==> src/rtl/led_row_scanner.sv <==
// LED matrix row sequencer: per row, blank for BLANK_CLKS cycles, strobe the column latch once,
// then drive the row for DWELL_MS ms ticks; frame_done pulses on each wrap back to row 0.
module led_row_scanner #(
    parameter int ROWS       = 8,
    parameter int ROW_W      = 3,
    parameter int DWELL_MS   = 2,
    parameter int BLANK_CLKS = 4
) (
    input  logic             clk,
    input  logic             rst,
    input  logic             enable,
    input  logic             ms_tick,
    output logic [ROWS-1:0]  row_en,
    output logic [ROW_W-1:0] row_idx,
    output logic             col_latch,
    output logic             frame_done,
    output logic             busy
);

    typedef enum logic [1:0] {
        IDLE  = 2'd0,
        BLANK = 2'd1,
        LATCH = 2'd2,
        DRIVE = 2'd3
    } state_t;

    localparam logic [3:0]       BLANK_LAST = 4'(BLANK_CLKS - 1);
    localparam logic [3:0]       DWELL_LAST = 4'(DWELL_MS - 1);
    localparam logic [ROW_W-1:0] ROW_LAST   = ROW_W'(ROWS - 1);
    localparam logic [ROWS-1:0]  ROW_ONE    = ROWS'(1);

    state_t           r_state;
    state_t           w_state_nxt;
    logic [3:0]       r_blank_cnt;
    logic [3:0]       w_blank_cnt_nxt;
    logic [3:0]       r_dwell_cnt;
    logic [3:0]       w_dwell_cnt_nxt;
    logic [ROW_W-1:0] r_row_idx;
    logic [ROW_W-1:0] w_row_idx_nxt;
    logic             w_frame_done_nxt;

    always_comb begin
        w_state_nxt      = r_state;
        w_blank_cnt_nxt  = r_blank_cnt;
        w_dwell_cnt_nxt  = r_dwell_cnt;
        w_row_idx_nxt    = r_row_idx;
        w_frame_done_nxt = 1'b0;

        // Disable wins over everything, including a row-completing tick on the last row.
        if (!enable) begin
            w_state_nxt     = IDLE;
            w_blank_cnt_nxt = '0;
            w_dwell_cnt_nxt = '0;
            w_row_idx_nxt   = '0;
        end else begin
            case (r_state)
                IDLE: begin
                    w_state_nxt     = BLANK;
                    w_blank_cnt_nxt = '0;
                    w_dwell_cnt_nxt = '0;
                    w_row_idx_nxt   = '0;
                end
                BLANK: begin
                    if (r_blank_cnt == BLANK_LAST) begin
                        w_state_nxt     = LATCH;
                        w_blank_cnt_nxt = '0;
                    end else begin
                        w_blank_cnt_nxt = r_blank_cnt + 4'd1;
                    end
                end
                LATCH: begin
                    w_state_nxt     = DRIVE;
                    w_dwell_cnt_nxt = '0;
                end
                DRIVE: begin
                    if (ms_tick) begin
                        if (r_dwell_cnt == DWELL_LAST) begin
                            w_state_nxt     = BLANK;
                            w_blank_cnt_nxt = '0;
                            w_dwell_cnt_nxt = '0;
                            if (r_row_idx == ROW_LAST) begin
                                w_row_idx_nxt    = '0;
                                w_frame_done_nxt = 1'b1;
                            end else begin
                                w_row_idx_nxt = r_row_idx + ROW_W'(1);
                            end
                        end else begin
                            w_dwell_cnt_nxt = r_dwell_cnt + 4'd1;
                        end
                    end
                end
                default: begin
                    w_state_nxt     = IDLE;
                    w_blank_cnt_nxt = '0;
                    w_dwell_cnt_nxt = '0;
                    w_row_idx_nxt   = '0;
                end
            endcase
        end
    end

    // Outputs are registered from next-state values so they line up with r_state.
    always_ff @(posedge clk) begin
        if (!rst) begin
            r_state     <= IDLE;
            r_blank_cnt <= '0;
            r_dwell_cnt <= '0;
            r_row_idx   <= '0;
            row_en      <= '0;
            row_idx     <= '0;
            col_latch   <= 1'b0;
            frame_done  <= 1'b0;
            busy        <= 1'b0;
        end else begin
            r_state     <= w_state_nxt;
            r_blank_cnt <= w_blank_cnt_nxt;
            r_dwell_cnt <= w_dwell_cnt_nxt;
            r_row_idx   <= w_row_idx_nxt;
            row_en      <= (w_state_nxt == DRIVE) ? (ROW_ONE << w_row_idx_nxt) : '0;
            row_idx     <= w_row_idx_nxt;
            col_latch   <= (w_state_nxt == LATCH);
            frame_done  <= w_frame_done_nxt;
            busy        <= (w_state_nxt != IDLE);
        end
    end

endmodule

==> config.mk <==
export PLATFORM = sky130hd
export DESIGN_NAME = led_row_scanner
export DESIGN_NICKNAME = d
export VERILOG_FILES = /design/src/rtl/led_row_scanner.sv
export SDC_FILE = /design/constraint.sdc
export NUM_CORES = 1
export LEC_CHECK = 0
export CAP_MARGIN = 40
export CELL_PAD_IN_SITES_DETAIL_PLACEMENT = 1
export CELL_PAD_IN_SITES_GLOBAL_PLACEMENT = 1
export CORE_MARGIN = 4
export CORE_UTILIZATION = 40
export CTS_CLUSTER_SIZE = 16
export DETAILED_ROUTE_END_ITERATION = 8
export GPL_ROUTABILITY_DRIVEN = 0
export PLACE_DENSITY = 0.84
export SLEW_MARGIN = 0
export SYNTH_ARGS = -nofsm -noshare
export SYNTH_HDL_FRONTEND = slang
export SYNTH_SLANG_ARGS = --single-unit
==> constraint.sdc <==
create_clock -name clk -period 2.5 [get_ports clk]
set_clock_uncertainty 0.2 [all_clocks]
set_input_delay 0.375 -clock clk [delete_from_list [all_inputs] [get_ports clk]]
set_output_delay 0.375 -clock clk [all_outputs]
set_load 0.02 [all_outputs]
==> results.ini <==
[power_and_ir_drop]
powerDensity_nw_per_um2=498
switching_power_mw=0.142
power_frac_comb_pct=5.7
p_sw_share_pct=20.1
pwr-share-seq_pct=54.9
peakVddDrop_mv=0.362
leakage_nw=0.511
internal-power_mw=0.564
clock_power_share_pct=39.4

[setup_path]
cp.required_ns=2.55
reg2reg_depth=7
timing.rr.start=r_state[1]
cp-endpoint=row_en[5]
critPathMaxFanout=6
path_class=register to register
crit_arrival_ns=2.37
r2r_setup_slack_ns=0.19
worst_setup_path_end_kind=register
crit_path_start=r_state[1]
startpoint_type=register
r2r_end=row_en[5]

[outcome]
status=completed

[global_routing]
antenna_found_initial=0
grt_start_max_net_pins=15
grt-ovfl-total=0
grt_pass1_wl_um=4610
grt_use_total_pct=14.3
grt_pass1_vias=1001

[timing]
finalHoldViolCount=0
tightest_slew_ns=0.474
period_share_pct=92.4
drv_slew=0
min_period_ns=2.31
fmax_mhz=433
fin_setup_tns_ns=0
slew_headroom_pct=68.4
finalSetupViolCount=0
rsz0062_at_grt=no

[clock_network]
root_buffer=clkbuf_4
cts.clk_slew.worst_paths_ns=0.13
numCtsBuffers=3
cts.path.max_buffers=2
clk_latency_ns=0.31
cts_tree=yes
cts-htree-levels=1
clock_sinks=24
cts_setup_buffers=0

[place]
io_buffer_count=17
dp.cells=168
dp_hpwl_um=1970
placed_area_um2=1370

[final_layout]
post_route_cells_drive_above_1_share_pct=14.2
fillCellCount=322
n_antenna_cell=0
final_nets=156
final_common_cell=dfxtp_1
final_cell_mix=24 x dfxtp_1, 17 x clkdlybuf4s50_1, 14 x nor2_1, 11 x nand2_1, 10 x ha_1
area_delta_synth_final_pct=20.8
fin_cells=172
design_area_um2=1420

[logic_synthesis]
ys_seq_elements=24
yosysTopAreaCell=dfxtp_1
synth_cells=121
yosysWarningCount=0
syn-cell-area_um2=1170
async_flop_share_pct=0
netlist.area_leader.share_pct=40.9
yosys.cell_types.count=39
yosysSeqAreaShare_pct=40.9
syn_avg_cell_area_um2=9.71
syn_nets=135
synth_edf_count=0
synth_area_leaders=dfxtp_1 41%, ha_1 11%, nor2_1 4.5%
synth_ff_type=dfxtp_1

[routing]
vias=915
dr.first_iter.drc_count=13
ant_nets=0
via_per_inst=5.32
dr.pass1.iters=3
drcViolationCount=0
wl_per_cell_um=15.0
drt-total-wl_um=2580

[floorplanning]
core-area_um2=2780
die_w_um=62.2
fp.dieH_um=62.2
start_util_pct=42.2
die_area_um2=3870
row_count=19
pin_count=18

[run]
cap_violations=0

[min_path]
min_path_type=register to register

## power by group through the flow
stage	clock [mW]	combinational, mW	sequential [mW]
after floorplan	0	0.0235	0.397
after global placement	0	0.0385	0.396
after detailed placement	0	0.0401	0.397
after CTS	0.288	0.0406	0.388
after global routing	0.308	0.0448	0.389
final	0.278	0.0403	0.388
## synth_stat cells (3+ instances only)
library cell,count
o21ai_0,3
a21oi_1,8
nor2_1,14
nor3_2,4
dfxtp_1,24
ha_1,10
nand3_1,5
nand2_1,11
nor3_1,3
inv_1,4
## flip-flops by register name (all words and copies together), names as in the netlist
signal and count:
row_en 8, r_blank_cnt 4, r_dwell_cnt 4, r_row_idx 3
r_state 2, busy 1, col_latch 1, frame_done 1
## area by class of cell
class | instances | area (um^2) | share of cell area [%]
Clock inverter | 1 | 30.0 | 2.12
Sequential cell | 24 | 480 | 33.9
Inverter | 5 | 18.8 | 1.32
Multi-Input combinational cell | 90 | 651 | 45.9
Tap cell | 31 | 38.8 | 2.73
Timing Repair Buffer | 18 | 178 | 12.5
Clock buffer | 3 | 22.5 | 1.59
## worst min-delay path by stage
stage / start / end / slack, ns / depth (start not counted)
floorplan: r_blank_cnt[1] / r_blank_cnt[1] / 0.25 / 2
global placement: r_blank_cnt[1] / r_blank_cnt[1] / 0.26 / 2
detailed placement: r_blank_cnt[1] / r_blank_cnt[1] / 0.28 / 2
CTS: r_blank_cnt[1] / r_blank_cnt[1] / 0.30 / 2
global route: r_blank_cnt[1] / r_blank_cnt[1] / 0.35 / 2
finish: r_blank_cnt[1] / r_blank_cnt[1] / 0.30 / 2
## metrics by stage
| step | util, % | worst slack (ns) | total power, mW | hold slack [ns] |
|---|---|---|---|---|
| final | 51.0 | 0.189 | 0.706 | 0.299 |
| after global routing | 51.0 | 0.0255 | 0.742 | 0.351 |
| after CTS | 51.0 | 0.170 | 0.717 | 0.305 |
| after detailed placement | 49.1 | 0.0809 | 0.437 | 0.281 |
| after global placement | 49.1 | 0.208 | 0.435 | 0.262 |
| after floorplan | - | 0.503 | 0.421 | 0.249 |
## metal layers
metal / share of wire [%] / vias up / track usage [%]
met3: 1.9 / 5 / 1.62
li1: - / 460 / -
met1: 46 / 437 / 18.3
met2: 50 / 13 / 24.2
met4: 1.7 / 0 / 5.69
met5: 0 / - / 0
## cells by family after synthesis
group	count (synthesis)	synth area share (%)
adder cells (fa/ha/maj)	10	10.6
XOR/XNOR	3	2.24
buffers and inverters	7	3.73
AO/OA/AOI/OAI	18	11.8
AND/OR/NAND/NOR	57	29.0
flip-flops	24	40.9
multiplexers	2	1.70
## worst max-delay path: stages (launching register included)
cell and delay, ns:
dfxtp_1 0.38, inv_1 0.12, ha_1 0.30, inv_2 0.09, o31a_1 0.31, a2111oi_4 0.51, nand3_2 0.19, nor2_1 0.16
## what timing repair did
action,CTS,global route
hold buffers,0,0
endpoints found under the setup margin,0,2
gates resized for setup,0,1
Note: power is estimated with default switching activity, not from simulation.
